==> src/rtl/serial_deser_pkg.sv <==
// Shared types and helpers for the serial deserialiser and its word FIFO.
package serial_deser_pkg;

    typedef enum logic {
        StHunt  = 1'b0,
        StShift = 1'b1
    } state_t;

    // Ceiling log2, usable in constant expressions; returns 1 for v <= 2.
    function automatic int unsigned clog2(input int unsigned v);
        int unsigned r;
        r = 1;
        while ((32'd1 << r) < v) begin
            r = r + 1;
        end
        return r;
    endfunction

endpackage

==> src/rtl/serial_deser_sync_fifo.sv <==
// Word FIFO with a registered head: rdata_o always shows the oldest entry and
// holds the last popped word once empty.
module serial_deser_sync_fifo
    import serial_deser_pkg::*;
#(
    parameter int unsigned WIDTH = 8,
    parameter int unsigned DEPTH = 4
) (
    input  logic                  clk,
    input  logic                  rstb,
    input  logic                  push_i,
    input  logic [WIDTH-1:0]      wdata_i,
    input  logic                  pop_i,
    output logic [WIDTH-1:0]      rdata_o,
    output logic                  full_o,
    output logic                  empty_o,
    output logic [clog2(DEPTH):0] level_o
);

    localparam int unsigned AddrW = clog2(DEPTH);
    localparam int unsigned PtrW  = AddrW + 1;

    logic [WIDTH-1:0] mem_q [DEPTH];
    logic [PtrW-1:0]  wptr_q, wptr_d;
    logic [PtrW-1:0]  rptr_q, rptr_d;
    logic [WIDTH-1:0] rdata_q, rdata_d;
    logic [PtrW-1:0]  level;
    logic [AddrW-1:0] waddr, raddr, raddr_next;
    logic             push_ok, pop_ok;

    assign waddr      = wptr_q[AddrW-1:0];
    assign raddr      = rptr_q[AddrW-1:0];
    assign raddr_next = raddr + AddrW'(1);
    assign level      = wptr_q - rptr_q;

    // Same low bits: MSB decides whether the pointers are a lap apart.
    assign empty_o = (wptr_q == rptr_q);
    assign full_o  = (wptr_q[PtrW-1] != rptr_q[PtrW-1]) && (waddr == raddr);

    assign pop_ok  = pop_i & ~empty_o;
    assign push_ok = push_i & (~full_o | pop_ok);

    always_comb begin
        wptr_d  = wptr_q + PtrW'(push_ok);
        rptr_d  = rptr_q + PtrW'(pop_ok);
        rdata_d = rdata_q;
        if (push_ok && (empty_o || (pop_ok && level == PtrW'(1)))) begin
            rdata_d = wdata_i;
        end else if (pop_ok && level > PtrW'(1)) begin
            rdata_d = mem_q[raddr_next];
        end
    end

    always_ff @(posedge clk or negedge rstb) begin
        if (!rstb) begin
            wptr_q  <= '0;
            rptr_q  <= '0;
            rdata_q <= '0;
            for (int i = 0; i < int'(DEPTH); i++) begin
                mem_q[i] <= '0;
            end
        end else begin
            wptr_q  <= wptr_d;
            rptr_q  <= rptr_d;
            rdata_q <= rdata_d;
            if (push_ok) begin
                mem_q[waddr] <= wdata_i;
            end
        end
    end

    assign rdata_o = rdata_q;
    assign level_o = level;

endmodule

==> src/rtl/serial_deser.sv <==
// Serial-to-parallel receiver: frame-aligned word assembly feeding a small FIFO
// with a valid/ready output, sticky overflow and a frame-error pulse.
module serial_deser
    import serial_deser_pkg::*;
#(
    parameter int unsigned WIDTH     = 8,
    parameter int unsigned DEPTH     = 4,
    parameter bit          MSB_FIRST = 1'b1
) (
    input  logic                  clk,
    input  logic                  rstb,
    input  logic                  sin,
    input  logic                  sin_en,
    input  logic                  sync,
    output logic [WIDTH-1:0]      out_data,
    output logic                  out_valid,
    input  logic                  out_ready,
    output logic [clog2(DEPTH):0] level,
    output logic                  overflow,
    output logic                  frame_err,
    input  logic                  clr_err
);

    localparam int unsigned CntW = clog2(WIDTH);

    state_t           state_q, state_d;
    logic [CntW-1:0]  cnt_q, cnt_d;
    logic [WIDTH-1:0] shift_q, shift_d;
    logic [WIDTH-1:0] first_word, shifted_word;
    logic             frame_err_q, frame_err_d;
    logic             overflow_q, overflow_d;
    logic             push, pop, full, empty;

    // A fresh word starts from zeros so stale bits never leak into it.
    assign first_word   = MSB_FIRST ? {{(WIDTH-1){1'b0}}, sin} : {sin, {(WIDTH-1){1'b0}}};
    assign shifted_word = MSB_FIRST ? {shift_q[WIDTH-2:0], sin} : {sin, shift_q[WIDTH-1:1]};

    always_comb begin
        state_d     = state_q;
        cnt_d       = cnt_q;
        shift_d     = shift_q;
        frame_err_d = 1'b0;
        push        = 1'b0;
        if (sin_en) begin
            unique case (state_q)
                StHunt: begin
                    if (sync) begin
                        shift_d = first_word;
                        cnt_d   = CntW'(1);
                        state_d = StShift;
                    end
                end
                StShift: begin
                    if (sync) begin
                        frame_err_d = (cnt_q != '0);
                        shift_d     = first_word;
                        cnt_d       = CntW'(1);
                    end else begin
                        shift_d = shifted_word;
                        if (cnt_q == CntW'(WIDTH - 1)) begin
                            push  = 1'b1;
                            cnt_d = '0;
                        end else begin
                            cnt_d = cnt_q + CntW'(1);
                        end
                    end
                end
                default: begin
                    state_d = StHunt;
                end
            endcase
        end
    end

    assign pop = out_valid & out_ready;

    // A same-cycle drop outranks clr_err.
    always_comb begin
        overflow_d = overflow_q;
        if (clr_err) begin
            overflow_d = 1'b0;
        end
        if (push && full && !pop) begin
            overflow_d = 1'b1;
        end
    end

    always_ff @(posedge clk or negedge rstb) begin
        if (!rstb) begin
            state_q     <= StHunt;
            cnt_q       <= '0;
            shift_q     <= '0;
            frame_err_q <= 1'b0;
            overflow_q  <= 1'b0;
        end else begin
            state_q     <= state_d;
            cnt_q       <= cnt_d;
            shift_q     <= shift_d;
            frame_err_q <= frame_err_d;
            overflow_q  <= overflow_d;
        end
    end

    serial_deser_sync_fifo #(
        .WIDTH (WIDTH),
        .DEPTH (DEPTH)
    ) u_fifo (
        .clk     (clk),
        .rstb    (rstb),
        .push_i  (push),
        .wdata_i (shift_d),
        .pop_i   (pop),
        .rdata_o (out_data),
        .full_o  (full),
        .empty_o (empty),
        .level_o (level)
    );

    assign out_valid = ~empty;
    assign overflow  = overflow_q;
    assign frame_err = frame_err_q;

endmodule
==> config.mk <==
export PLATFORM = sky130hd
export DESIGN_NAME = serial_deser
export DESIGN_NICKNAME = d
export VERILOG_FILES = /design/src/rtl/serial_deser_pkg.sv /design/src/rtl/serial_deser_sync_fifo.sv /design/src/rtl/serial_deser.sv
export SDC_FILE = /design/constraint.sdc
export NUM_CORES = 1
export LEC_CHECK = 0
export BUFFER_PORTS_ARGS = -buffer_cell sky130_fd_sc_hd__buf_4
export CAP_MARGIN = 20
export CORE_ASPECT_RATIO = 0.6
export CORE_UTILIZATION = 25
export DETAILED_ROUTE_END_ITERATION = 7
export HOLD_SLACK_MARGIN = 0.03
export PLACE_DENSITY = 0.5
export SLEW_MARGIN = 15
export SYNTH_ARGS = -nofsm -noshare
export SYNTH_HDL_FRONTEND = slang
export SYNTH_HIERARCHICAL = 1
export SYNTH_SLANG_ARGS = --single-unit
==> constraint.sdc <==
create_clock -name clk -period 3.43 [get_ports clk]
set_clock_uncertainty 0.1 [all_clocks]
set_input_delay 0.8575 -clock clk [delete_from_list [all_inputs] [get_ports clk]]
set_output_delay 0.8575 -clock clk [all_outputs]
set_load 0.005 [all_outputs]
# Yosys cells after proc, flatten, opt, wreduce, memory -nomap -nowiden

Index checks and enable logic that the tools add are counted.

Input bits: 7
Output and inout bits: 14
Word-level logic and storage cells: 76
Memories kept: 0
Bits in read-only memories: 0
Latch bits: 0
Bits in writable memories: 0
Register bits after elaboration: 60

Add/sub/neg operators: 5
Divide/modulo/power cells: 0
Bitwise gates (word level): 9
Shift operators: 0
Reductions and logical operators: 13
Order comparisons: 4
Mux-type cells: 27
Multipliers: 0
Equal/unequal tests: 6

Operators with widths:

| cell                | count |
|---|---|
| $mux 8              | 8 |
| $bwmux 32           | 1 |
| $bmux 8 s2          | 1 |
| $demux 8 s2         | 1 |
| $pmux 8 s2          | 1 |
| $mux 1              | 11 |
| $mux 3              | 3 |
| $logic_and 1x1->1   | 7 |
| $add 3x1->3         | 2 |
| $ge 3x3->1 const B  | 2 |
| $not 2->3           | 2 |
| $pmux 3 s2          | 1 |
| $reduce_bool 2->1   | 2 |
| $add 3x1->3 const B | 1 |
| $and 1x1->1         | 3 |
| $eq 3x1->1 const B  | 1 |
| $eq 3x3->1          | 1 |
| $eq 3x3->1 const B  | 1 |
| $gt 3x1->1 const B  | 1 |
| $lt 3x1->1 const B  | 1 |
| $not 1->1           | 3 |
| $reduce_bool 3->1   | 1 |
| $sub 3x3->3         | 1 |
| $add 2x1->2 const B | 1 |
| other kinds (7)     | 7 |

# Depth between registers and ports, before layout

Gate-level depths: netlist of the first run.

Word-level depth: 8
Gate-level depth with buffers: 11
Depth with buffers taken out: 10

# Modules after synthesis

Netlist of the first run, hierarchy kept.

By module, submodules not included:

| module                 | area an instance (um2) | sequential area each (um2) | times used | cells each |
|---|---|---|---|---|
| serial_deser_sync_fifo | 2215.9                 | 1151.1                     | 1          | 137 |
| serial_deser           | 714.4                  | 350.3                      | 1          | 65 |

# Worst setup path before layout of the first run

No wires, ideal clock.

Kind: reg2reg
Start: register u_fifo.rptr_q[1]
End: register u_fifo/mem_q[0] in the netlist's numbering
Setup slack: 0.352 ns
Setup time: 0.128 ns
Buffers on the path: 2
Stages on the path, launching flop included: 12
Clock period less this slack: 3.078 ns
Required time: 3.202 ns
Arrival: 2.851 ns
Cells stage by stage: dfrtp_1 -> clkbuf_1 -> inv_1 -> ha_1 -> nand2_1 -> nor2_1 -> nand2b_1 -> inv_1 -> o31a_1 -> and3_1 -> buf_2 -> mux2_1

Word-level cells in the longest chain between the ends: 6
Elaborated cells between the ends (all ways): 9
Those cells by class: eq/ne (2); bitwise (6); reduce/logical (1)

Ends and longest elaborated chain:

| what                           | RTL line                     | text |
|---|---|---|
| start: declaration             | serial_deser_sync_fifo.sv:25 | `logic [PtrW-1:0] rptr_q, rptr_d;` |
| start signal: assignment       | serial_deser_sync_fifo.sv:64 | `rptr_q <= rptr_d;` |
| $eq 3x3->1                     | serial_deser_sync_fifo.sv:37 | `assign empty_o = (wptr_q == rptr_q);` |
| via empty                      | serial_deser.sv:32           | `logic push, pop, full, empty;` |
| $not 1->1                      | serial_deser.sv:119          | `assign out_valid = ~empty;` |
| $and 1x1->1                    | serial_deser.sv:75           | `assign pop = out_valid & out_ready;` |
| via pop                        | serial_deser.sv:32           |  |
| $and 1x1->1                    | serial_deser_sync_fifo.sv:40 | `assign pop_ok = pop_i & ~empty_o;` |
| $or 1x1->1                     | serial_deser_sync_fifo.sv:41 | `assign push_ok = push_i & (~full_o \| pop_ok);` |
| $and 1x1->1                    | serial_deser_sync_fifo.sv:41 |  |
| end signal: indexed assignment | serial_deser_sync_fifo.sv:67 | `mem_q[waddr] <= wdata_i;` |
| end: declaration               | serial_deser_sync_fifo.sv:23 | `logic [WIDTH-1:0] mem_q [DEPTH];` |

The timed path passes the listed nets, and every way through them passes these cells.
A chain may end at the register's enable or synchronous reset.

# Worst setup path in the final report of the first run

Start: register u_fifo.wptr_q[0]
End: register u_fifo/mem_q[25] in the netlist's numbering

Word-level cells in the longest chain between the ends: 6
Elaborated cells between the ends (all ways): 16
Those cells by class: order compare (2); eq/ne (2); mux (3); bitwise (7); reduce/logical (2)

Ends and longest elaborated chain:

| what                     | RTL line                     | text |
|---|---|---|
| start: declaration       | serial_deser_sync_fifo.sv:24 | `logic [PtrW-1:0] wptr_q, wptr_d;` |
| start signal: assignment | serial_deser_sync_fifo.sv:63 | `wptr_q <= wptr_d;` |
| $eq 3x3->1               | serial_deser_sync_fifo.sv:37 |  |
| via empty                | serial_deser.sv:32           |  |
| $not 1->1                | serial_deser.sv:119          |  |
| $and 1x1->1              | serial_deser.sv:75           |  |
| via pop                  | serial_deser.sv:32           |  |
| $and 1x1->1              | serial_deser_sync_fifo.sv:40 |  |
| $or 1x1->1               | serial_deser_sync_fifo.sv:41 |  |
| $and 1x1->1              | serial_deser_sync_fifo.sv:41 |  |

The timed path passes the listed nets, and every way through them passes these cells.

==> summary.txt, run 1 <==
Clock tree
  • Clock latency on the worst-skew pair: between 0.3 and 0.4 ns
  • CTS root buffer: clkbuf_16
  • Reg clk slew, reported paths: 0.05 ns
  • Clk buf depth: 2
  • Post-CTS Setup Bufs: 0
  • CTS tree: done
  • Count of clock tree sinks: 60
  • Total CTS buffers: 9
  • Cells resized by post-CTS repair: 0
  • CTS H-tree depth: 3
  • Cts hold-fix bufs: 0

Global routing
  • Global routing usage summed across all routing layers: 0.111
  • Global-route wire length before repair: 9.75 mm
  • Antenna violations before repair: 0
  • Met2 Use GR: 0.147
  • Pin count of the biggest net entering global routing: 61
  • Global route overflow: 0
  • Met3 usage: 0.0402
  • GR Util met1: 0.159
  • Via count of the first global-routing pass: 1760
  • Layer with the highest usage: met1

Logic synthesis
  • Count of state elements after synthesis: 60
  • Syn Area/Cell: 14.5 um2
  • Post-synthesis share of cell area spent on and, or, nand and nor gates: 0.0726
  • Biggest area contributors in the synthesized netlist: dfrtp_1 (51%), mux2_1 (16%), mux4_2 (6.1%), mux2_4 (4.1%), ha_1 (3.8%)
  • Post-synth top area cell: dfrtp_1
  • Proportion of netlist area held by the largest area contributor: 0.512
  • Ys Warns: 6
  • Compound-cell area share of the yosys netlist: 0.0606
  • Share of synthesized area spent on multiplexers: 0.260
  • Mapped Area: 2930 um2
  • Library cells used by synthesis: 34
  • Net count after synthesis: 219
  • Parity-gate share of the synthesized area counting xor and xnor cells: 0.0205
  • Post-Synthesis Cells: around 200
  • Seq/Total Area, Yosys: 0.512
  • Dominant combinational cell family by area after synthesis: multiplexers
  • Area share of fa/ha/maj cells after synthesis: 0.0453

Critical path
  • Slowest library cell on the worst path: and3_1
  • Setup slack of the worst register-to-register path: 0.50 ns
  • Number of buffers and inverters on the critical path: 2
  • Arrival time reported for the critical path endpoint: 3.03 ns
  • Highest fanout seen on the critical path: 8
  • Cell breakdown of the critical path: inv_1 -> ha_1 -> nand2_1 -> nor2_1 -> nand2b_1 -> inv_1 -> o31a_1 -> and3_1 -> mux2_1
  • Top cell family by delay on the critical path: simple AND/OR/NAND/NOR gates
  • Critical path data required time: 3.53 ns
  • Most common cell type on the critical path: inv_1
  • Critical Setup Path Class: reg -> reg
  • Type of destination of the critical path: flop
  • Worst setup SP type: flop
  • Max stage delay on crit path: 0.53 ns

Die
  • Area enclosed by the die boundary: 12200 um2
  • Number of cell rows: 30
  • Placeable core region: roughly 11000 um2
  • Count of boundary I/O pins: 21
  • Vertical die dimension: 85.9 um
  • Horizontal die dimension: 142 um
  • Initial core utilization: 0.258

STA
  • Worst relative slew slack: 0.495
  • Total negative setup slack: 0 ns
  • Hold Vio Cnt, Final: 0
  • Count of final setup violators: 0
  • Peak clock frequency supported by timing: 342 MHz
  • Setup repair after global routing missed its margin: no
  • Minimum period implied by the final worst setup slack: 2.93 ns
  • Share of the clock period used by the worst path: 0.854
  • Number of pins with negative max-slew slack in the final report: 0
  • Worst Tran Pin Value: roughly 0.76 ns

Cells and area
  • Area overhead of the layout relative to synthesis: 22.8%
  • Post-Layout Inst Area: roughly 3600 um2
  • Post-layout util: 0.316
  • Number of fill cells in the layout: 1135
  • Leading cell type in the layout, fill and taps excluded: dfrtp_1
  • Layout cells sized above 1: 0.263
  • # nets final: 244
  • Diodes inserted: 0
  • Highest-count cells in the layout ignoring fill and taps: dfrtp_1 (60), mux2_1 (41), buf_4 (23)

Drt
  • Routed len/inst: 15.0 um
  • Number of search-and-repair iterations in the first detailed-routing pass: 4
  • Total via count in the routed design: 1672
  • Vias per Instance: 4.27
  • ANT nets after route: 0
  • Total wirelength of the detailed-routed design: 5.87 mm
  • Final routed DRC violation total: 0
  • DR iter-0 viols: between 70 and 80

Place
  • Half-perimeter wire length of the detailed placement result: 4.17 mm
  • Placed Instance Area: 3260 um2
  • Number of port buffers: 20
  • Global placement routability congestion: 0.717

Power
  • Pwr Density: 653 nW/um2
  • Standby leakage power: 1.80 nW
  • Peak supply drop: 0.000215 V

Outcome
  • Outcome: finished clean

Flow run
  • Max_cap viols: 0

Worst hold path
  • Type of the most critical hold path: reg -> reg
==> layer usage <==
layer / up-vias / wire [um]
met2: 25 / 2310
li1: 790 / -
met1: 851 / 3250
met5: - / 0
met3: 6 / 232
met4: 0 / 74
==> path summary, 6_finish.rpt <==
check,start,end,depth (start not counted)
worst max-delay path,u_fifo/wptr_q[0]$_DFF_PN0_,u_fifo/mem_q[25]$_DFFE_PN0P_,9
worst min-delay path,u_fifo/mem_q[13]$_DFFE_PN0P_,u_fifo/mem_q[13]$_DFFE_PN0P_,1
worst max register to register,u_fifo/wptr_q[0]$_DFF_PN0_,u_fifo/mem_q[25]$_DFFE_PN0P_,9
worst min register to register,u_fifo/mem_q[13]$_DFFE_PN0P_,u_fifo/mem_q[13]$_DFFE_PN0P_,1
max in group asynchronous,rstb,u_fifo/rdata_o[1]$_DFFE_PN0P_,1
min in group asynchronous,rstb,u_fifo/rdata_o[3]$_DFFE_PN0P_,1
==> synth_stat cells <==
cell and instances:
a21o_1 1, a21oi_1 1, a221o_1 9, a32o_1 1, and2_1 8, and3_1 3, and4b_1 1, buf_1 1
buf_2 7, clkbuf_1 1, dfrtp_1 60, fa_1 1, ha_1 9, inv_1 10, inv_2 1, mux2_1 41
mux2_4 8, mux4_2 8, nand2_1 2, nand2b_1 2, nand3_1 1, nand3_2 1, nor2_1 3, nor2b_1 10
nor4b_2 1, nor4bb_1 1, o21ai_1 1, o21ai_4 1, o221ai_4 1, o2bb2ai_1 1, o31a_1 1, xnor2_1 1
xor2_1 3, xor3_2 1
==> per-stage QoR <==
| step | power (W) | cells | hold slack, ns | setup WS (ns) |
|---|---|---|---|---|
| after floorplan | 0.00116 | 202 | 0.352 | 0.352 |
| after global placement | 0.00137 | 376 | 0.362 | 0.564 |
| after detailed placement | 0.00138 | 376 | 0.369 | 0.523 |
| after CTS | 0.00239 | 392 | 0.380 | 0.507 |
| after global routing | 0.00247 | 392 | 0.402 | 0.370 |
| final | 0.00235 | 392 | 0.378 | 0.502 |
==> layout make-up <==
cell class	count	area, um2	area share
sequential	60	1500	0.417
tap	160	200	0.0557
timing repair buffer	23	173	0.0480
clock inverter	4	70.1	0.0195
inverter	11	41.3	0.0115
clock buffer	12	267	0.0741
multi-input combinational	122	1350	0.374
==> cells by family (layout without fill, tap and decap cells) <==
family	count (synthesis)	count (layout)
DFF	60	60
muxes	57	57
and+or+nand+nor	33	33
buffers and inverters	20	50
AOI/OAI and AO/OA	17	17
adders and majority gates	10	10
xor gates and xnor gates	5	5
==> worst reg2reg max path: cells and delay by family (launching register included) <==
kind	cells	cell delay, ns
buf+inv	2	0.24
compound gates	1	0.33
flops	1	0.39
mux	1	0.39
fa+ha+maj	1	0.35
simple gates	4	1.01
==> registers in the layout, summed over array words and instances, names as in the netlist <==
signal / flops
state_q: 1
u_fifo/mem_q: 32
overflow: 1
cnt_q: 3
shift_q: 8
u_fifo/rdata_o: 8
frame_err: 1
u_fifo/rptr_q: 3
u_fifo/wptr_q: 3
==> where the power goes <==
part | switching, W | internal [W]
clock network | 0.000299 | 0.000692
registers | 0.0000388 | 0.000757
logic | 0.000308 | 0.000255
(Power assumes the default switching activity.)
==> run 2: changes to the inputs <==
--- a/config.mk
+++ b/config.mk
@@ -12,6 +12,7 @@
 export DETAILED_ROUTE_END_ITERATION = 7
 export HOLD_SLACK_MARGIN = 0.03
 export PLACE_DENSITY = 0.5
+export RECOVER_POWER = 50
 export SLEW_MARGIN = 15
 export SYNTH_ARGS = -nofsm -noshare
 export SYNTH_HDL_FRONTEND = slang
==> run 2 against run 1 <==
  * Fmax down 0.14%
  * Setup slack lost 0.0041 ns
  * Cell area shrank 0.17%
  * Critical endpoint unchanged
  * Largest cell class unchanged
==> summary.txt, run 2 (same netlist as run 1, synthesis figures left out) <==
Outcome
  • Outcome: finished clean

Cells and area
  • Highest-count cells in the layout ignoring fill and taps: dfrtp_1 (60), mux2_1 (41), buf_4 (21)
  • Layout cells sized above 1: 0.259 (-0.00431)
  • Post-layout util: 0.316 (-0.000550)
  • Reg area: 1500 um2 (unchanged)
  • Area of combinational cells with multiple inputs: 1350 um2 (unchanged)
  • Area overhead of the layout relative to synthesis: 22.5%
  • Diodes inserted: 0 (unchanged)
  • Largest reg by FF count: u_fifo/mem_q
  • Number of flip-flops in the largest register: 32 (unchanged)
  • Number of fill cells in the layout: 1135 (unchanged)
  • # nets final: 244 (unchanged)
  • Leading cell type in the layout, fill and taps excluded: dfrtp_1

Global routing
  • Antenna violations before repair: 0 (unchanged)
  • Global-route wire length before repair: 9.75 mm (unchanged)
  • Via count of the first global-routing pass: 1760 (unchanged)
  • Pin count of the biggest net entering global routing: 61 (unchanged)
  • Global routing usage summed across all routing layers: 0.111 (unchanged)
  • Global route overflow: 0 (unchanged)

Clock tree
  • Cts hold-fix bufs: 0 (unchanged)
  • Count of clock tree sinks: 60 (unchanged)
  • Post-CTS Setup Bufs: 0 (unchanged)
  • CTS H-tree depth: 3 (unchanged)
  • Reg clk slew, reported paths: 0.05 ns (about the same)
  • Clock latency on the worst-skew pair: 0.32 ns (about the same)
  • CTS root buffer: clkbuf_16
  • Cells resized by post-CTS repair: 0 (unchanged)
  • CTS tree: done
  • Clk buf depth: 2 (unchanged)
  • Total CTS buffers: 9 (unchanged)

Die
  • Area enclosed by the die boundary: 12200 um2 (unchanged)
  • Number of cell rows: 30 (unchanged)
  • Count of boundary I/O pins: 21 (unchanged)
  • Vertical die dimension: 85.9 um (unchanged)
  • Horizontal die dimension: 142 um (unchanged)
  • Placeable core region: 11400 um2 (unchanged)
  • Initial core utilization: 0.258 (unchanged)

Drt
  • Total wirelength of the detailed-routed design: 5.86 mm (-0.12%)
  • ANT nets after route: 0 (unchanged)
  • Number of search-and-repair iterations in the first detailed-routing pass: 4 (unchanged)
  • Final routed DRC violation total: 0 (unchanged)
  • Total via count in the routed design: 1675 (+0.18%)
  • Routed len/inst: 14.9 um (-0.12%)
  • DR iter-0 viols: 71 (unchanged)
  • Vias per Instance: 4.27 (+0.18%)

Critical path
  • Type of destination of the critical path: flop
  • Reg2reg start: u_fifo/wptr_q[0]$_DFF_PN0_
  • Critical Setup Path Class: in -> reg
  • Critical path data required time: 3.53 ns (about the same)
  • Arrival time reported for the critical path endpoint: 3.03 ns (about the same)
  • Worst setup SP type: primary input
  • Highest fanout seen on the critical path: 23 (+15)
  • Destination of the worst register-to-register timing path: u_fifo/mem_q[25]$_DFFE_PN0P_
  • Setup slack of the worst register-to-register path: 0.50 ns (about the same)
  • Cells on worst reg2reg path: 9 (unchanged)

Power
  • Pwr Density: 654 nW/um2 (+0.11%)
  • Standby leakage power: 1.80 nW (-0.24%)
  • Peak supply drop: 0.000215 V (unchanged)

Place
  • Half-perimeter wire length of the detailed placement result: 4.17 mm (unchanged)
  • Global placement routability congestion: 0.717 (unchanged)
  • Number of port buffers: 20 (unchanged)

Worst hold path
  • Beginning of the worst hold path: u_fifo/mem_q[13]$_DFFE_PN0P_
  • Worst min-delay path endpoint: u_fifo/mem_q[13]$_DFFE_PN0P_
  • Depth of the worst hold-timing path: 1 (unchanged)
  • Type of the most critical hold path: reg -> reg

STA
  • Worst relative slew slack: 0.00910 (-0.486)
  • Number of pins with negative max-slew slack in the final report: 0 (unchanged)
  • Minimum period implied by the final worst setup slack: 2.93 ns (+0.00405 ns)
  • Hold Vio Cnt, Final: 0 (unchanged)
  • Peak clock frequency supported by timing: 341 MHz (-0.14%)
  • Total negative setup slack: 0 ns (unchanged)
  • Worst Tran Pin Value: 1.49 ns (+0.730 ns)
  • Count of final setup violators: 0 (unchanged)
  • Setup repair after global routing missed its margin: no
  • Share of the clock period used by the worst path: 0.855 (+0.00118)

Flow run
  • Max_cap viols: 0 (unchanged)
## run 2: changes by cell type in the layout (fill, tap and decap cells not counted)
| cell | previous run | this run |
|---|---|---|
| buf_4 | 23 | 21 |
| clkbuf_1 | 0 | 1 |
| clkbuf_2 | 0 | 1 |
| o21ai_1 | 1 | 0 |
| o21ai_0 | 0 | 1 |
## run 2: worst max-delay path by stage
stage	startpoint	to	slack (ns)	cells past startpoint
finish	sin_en	u_fifo/mem_q[25]$_DFFE_PN0P_	0.50	5
global route	sin_en	u_fifo/mem_q[25]$_DFFE_PN0P_	0.34	5
CTS	u_fifo/wptr_q[0]$_DFF_PN0_	u_fifo/mem_q[25]$_DFFE_PN0P_	0.51	9
detailed placement	u_fifo/wptr_q[0]$_DFF_PN0_	u_fifo/mem_q[25]$_DFFE_PN0P_	0.52	9
global placement	u_fifo/wptr_q[0]$_DFF_PN0_	u_fifo/mem_q[8]$_DFFE_PN0P_	0.56	9
floorplan	u_fifo/rptr_q[1]$_DFF_PN0_	u_fifo/mem_q[0]$_DFFE_PN0P_	0.35	11
## run 2: through the flow
step	std cells	area, um2	hold slack (ns)	setup slack (ns)	power, W
2_1_floorplan	202	2930	0.352	0.352	0.00116
3_3_place_gp	376	3260	0.362	0.564	0.00137
3_5_place_dp	376	3260	0.369	0.523	0.00138
4_1_cts	392	3600	0.380	0.507	0.00239
5_1_grt	392	3590	0.402	0.341	0.00247
6_report	392	3590	0.378	0.498	0.00235
## run 2: critical path, stage by stage
cell and delay, ns:
clkbuf_1 0.56, and4b_1 0.36, o31a_1 0.33, and3_1 0.53, mux2_1 0.38
## run 2: report_power, final
| part | internal (W) | switching [W] |
|---|---|---|
| registers | 0.000757 | 0.0000388 |
| logic | 0.000254 | 0.000308 |
| clock network | 0.000692 | 0.000299 |
## run 2: per-layer routing
| layer | wire length [um] | up-vias | GRT usage | part of all wire |
|---|---|---|---|---|
| met5 | 0 | - | 0 | 0 |
| met4 | 74 | 0 | 0.0469 | 0.013 |
| met3 | 231 | 6 | 0.0402 | 0.039 |
| met2 | 2320 | 25 | 0.147 | 0.40 |
| met1 | 3240 | 854 | 0.159 | 0.55 |
| li1 | - | 790 | - | - |
## run 2: final cells by class
class	instances	share of cell area
multi-input combinational	122	0.375
tap	160	0.0557
timing repair buffer	23	0.0463
inverter	11	0.0115
clock inverter	4	0.0195
sequential	60	0.418
clock buffer	12	0.0742
==> run 3: changes to the inputs <==
--- a/config.mk
+++ b/config.mk
@@ -7,7 +7,6 @@
 export LEC_CHECK = 0
 export BUFFER_PORTS_ARGS = -buffer_cell sky130_fd_sc_hd__buf_4
 export CAP_MARGIN = 20
-export CORE_ASPECT_RATIO = 0.6
 export CORE_UTILIZATION = 25
 export DETAILED_ROUTE_END_ITERATION = 7
 export HOLD_SLACK_MARGIN = 0.03
==> run 3 against run 2 <==
  * The run now ends with max-capacitance violations, max-slew violations left
  * First-iteration DRC count increased by 65%
  * Sequential share of layout area increased by 0.56 points
  * Combinational power decreased by 3%
  * Count of clock-buffer cells in the layout decreased by 1
  * Critical path depth unchanged
  * Setup slack got worse by 0.018 ns
  * Via count decreased by 0.66%
  * Core utilization decreased by 0.54 points
  * Sequential power about the same
  * Cell count decreased by 4.6%
  * Total power decreased by 2.3%
  * Sequential cell count unchanged
  * Largest power group unchanged
==> summary.txt, run 3 (same netlist as run 1, synthesis figures left out) <==
Clock tree
  • Clk buf depth: 2 (unchanged)
  • Reg clk slew, reported paths: 0.05 ns (about the same)
  • Cells resized by post-CTS repair: 0 (unchanged)
  • Cts hold-fix bufs: 0 (unchanged)
  • Count of clock tree sinks: 60 (unchanged)
  • Clock latency on the worst-skew pair: 0.32 ns (about the same)
  • CTS H-tree depth: 3 (unchanged)
  • Post-CTS Setup Bufs: 0 (unchanged)
  • CTS tree: done
  • CTS root buffer: clkbuf_16
  • Total CTS buffers: 9 (unchanged)

Drt
  • ANT nets after route: 0 (unchanged)
  • Total via count in the routed design: 1664 (-0.66%)
  • Total wirelength of the detailed-routed design: 6.00 mm (+2.5%)
  • Final routed DRC violation total: 0 (unchanged)
  • DR iter-0 viols: 117 (+65%)
  • Vias per Instance: 4.45 (+4.1%)
  • Number of search-and-repair iterations in the first detailed-routing pass: 4 (unchanged)
  • Routed len/inst: 16.1 um (+7.4%)

STA
  • Worst relative slew slack: -0.0154 (-0.0245)
  • Minimum period implied by the final worst setup slack: 2.95 ns (+0.0182 ns)
  • Total negative setup slack: 0 ns (unchanged)
  • Number of pins with negative max-slew slack in the final report: 61 (+61)
  • Share of the clock period used by the worst path: 0.860 (+0.00532)
  • Hold Vio Cnt, Final: 0 (unchanged)
  • Count of final setup violators: 0 (unchanged)
  • Final-layout worst hold slack: 0.381 ns (+0.00313 ns)
  • Setup repair after global routing missed its margin: no
  • Worst Tran Pin Value: 1.52 ns (+0.0367 ns)
  • Peak clock frequency supported by timing: 339 MHz (-0.62%)

Critical path
  • Cell breakdown of the critical path: clkbuf_1 -> and4b_1 -> o31a_1 -> and3_1 -> mux2_1
  • Setup slack of the worst register-to-register path: 0.49 ns (about the same)
  • Type of destination of the critical path: flop
  • Slowest library cell on the worst path: clkbuf_1
  • Arrival time reported for the critical path endpoint: 3.05 ns (+0.02 ns)
  • Max stage delay on crit path: 0.63 ns (+0.07 ns)
  • Critical path data required time: 3.53 ns (about the same)
  • Critical Setup Path Class: in -> reg
  • Destination of the worst register-to-register timing path: u_fifo/mem_q[9]$_DFFE_PN0P_
  • Reg2reg start: u_fifo/wptr_q[0]$_DFF_PN0_
  • Highest fanout seen on the critical path: 23 (unchanged)
  • Cells on worst reg2reg path: 9 (unchanged)
  • Worst setup SP type: primary input

Place
  • Half-perimeter wire length of the detailed placement result: 3.91 mm (-6.3%)
  • Global placement routability congestion: 0.717 (about the same)
  • Number of port buffers: 20 (unchanged)

Die
  • Vertical die dimension: 110 um (+28%)
  • Placeable core region: 11400 um2 (+0.40%)
  • Area enclosed by the die boundary: 12200 um2 (-0.12%)
  • Number of cell rows: 39 (+30%)
  • Count of boundary I/O pins: 21 (unchanged)
  • Initial core utilization: 0.257 (-0.00102)
  • Horizontal die dimension: 110 um (-22%)

Power
  • Part of the power in registers: 0.347 (+0.008)
  • Net switching power: 0.000640 W (-0.82%)
  • Standby leakage power: 1.78 nW (-0.84%)
  • Power share of the combinational group: 0.237 (-0.002)
  • Share of power burned in the clock network: 0.415 (-0.007)
  • Net switching share of the total power: 0.279 (+0.00421)
  • Internal Pwr Total: 0.00165 W (-2.9%)
  • Pwr Density: 647 nW/um2 (-1.0%)
  • Total power: 0.00229 W (-2.3%)
  • Peak supply drop: 0.000435 V (+100%)

Global routing
  • Global routing usage summed across all routing layers: 0.111 (about the same)
  • Layer with the highest usage: met2
  • Met3 usage: 0.0335 (-0.00669)
  • Via count of the first global-routing pass: 1751 (-0.51%)
  • Antenna violations before repair: 0 (unchanged)
  • Pin count of the biggest net entering global routing: 61 (unchanged)
  • Global route overflow: 0 (unchanged)
  • GR Util met1: 0.147 (-0.0119)
  • Global-route wire length before repair: 9.58 mm (-1.8%)
  • Met2 Use GR: 0.167 (+0.0204)

Cells and area
  • Largest reg by FF count: u_fifo/mem_q
  • # nets final: 243 (-0.41%)
  • Highest-count cells in the layout ignoring fill and taps: dfrtp_1 (60), mux2_1 (41), buf_4 (19)
  • Leading cell type in the layout, fill and taps excluded: dfrtp_1
  • Number of flip-flops in the largest register: 32 (unchanged)
  • Layout cells sized above 1: 0.251 (-0.00754)
  • Number of fill cells in the layout: 1143 (+0.70%)
  • Diodes inserted: 0 (unchanged)
  • Area overhead of the layout relative to synthesis: 20.9%

Worst hold path
  • Depth of the worst hold-timing path: 1 (unchanged)
  • Worst min-delay path endpoint: u_fifo/mem_q[11]$_DFFE_PN0P_
  • Type of the most critical hold path: reg -> reg
  • Beginning of the worst hold path: u_fifo/mem_q[11]$_DFFE_PN0P_

Outcome
  • Outcome: finished, violations left
  • Violated checks: max-capacitance violations, max-slew violations

Flow run
  • Max_cap viols: 1 (+1)
## run 3: cell count changes in the layout (fill, tap and decap cells not counted), sizes merged
cell    before  now
buf         21   19
clkinv       2    3
## run 3: routing by layer
layer | share of wire | up-vias
met5 | 0 | -
met4 | 0.0095 | 0
met3 | 0.035 | 5
met2 | 0.46 | 29
met1 | 0.50 | 849
li1 | - | 781
## run 3: worst max path at each step
stage / startpoint / end / slack (ns) / cells past startpoint
2_1_floorplan: u_fifo/rptr_q[1]$_DFF_PN0_ / u_fifo/mem_q[0]$_DFFE_PN0P_ / 0.35 / 11
3_3_place_gp: u_fifo/wptr_q[0]$_DFF_PN0_ / u_fifo/mem_q[27]$_DFFE_PN0P_ / 0.56 / 9
3_5_place_dp: u_fifo/wptr_q[0]$_DFF_PN0_ / u_fifo/mem_q[13]$_DFFE_PN0P_ / 0.49 / 9
4_1_cts: u_fifo/wptr_q[0]$_DFF_PN0_ / u_fifo/mem_q[29]$_DFFE_PN0P_ / 0.47 / 9
5_1_grt: u_fifo/wptr_q[0]$_DFF_PN0_ / u_fifo/mem_q[14]$_DFFE_PN0P_ / 0.23 / 9
6_report: sin_en / u_fifo/mem_q[9]$_DFFE_PN0P_ / 0.48 / 5
## run 3: per-stage QoR
step / setup slack, ns / std cells / cell area [um2] / util
2_1_floorplan: 0.352 / 202 / 2930 / -
3_3_place_gp: 0.564 / 358 / 3230 / 0.283
3_5_place_dp: 0.493 / 358 / 3230 / 0.283
4_1_cts: 0.472 / 374 / 3550 / 0.311
5_1_grt: 0.229 / 374 / 3540 / 0.310
6_report: 0.480 / 374 / 3540 / 0.310
## run 3: worst max-delay path, delay by kind of cell
kind                   cells  cell delay, ns
muxes                      1            0.38
buffers and inverters      1            0.63
and+or+nand+nor            2            0.87
AOI/OAI and AO/OA          1            0.31
## run 3: final cells by class
| type | count | area [um2] | area share |
|---|---|---|---|
| clock buffers | 11 | 243 | 0.0685 |
| clock inverters | 5 | 75.1 | 0.0212 |
| inverters | 11 | 41.3 | 0.0117 |
| multi-input cells | 122 | 1350 | 0.380 |
| flip-flops and latches | 60 | 1500 | 0.424 |
| well taps | 143 | 179 | 0.0505 |
| repair buffers | 22 | 159 | 0.0448 |
## run 3: power by group through the flow
| stage | sequential (W) | combinational [W] | clock (W) |
|---|---|---|---|
| final | 0.000797 | 0.000545 | 0.000953 |
| after detailed placement | 0.000810 | 0.000555 | 0 |
| after global routing | 0.000803 | 0.000606 | 0.00100 |
| after CTS | 0.000798 | 0.000559 | 0.000975 |
| after floorplan | 0.000803 | 0.000357 | 0 |
| after global placement | 0.000807 | 0.000552 | 0 |
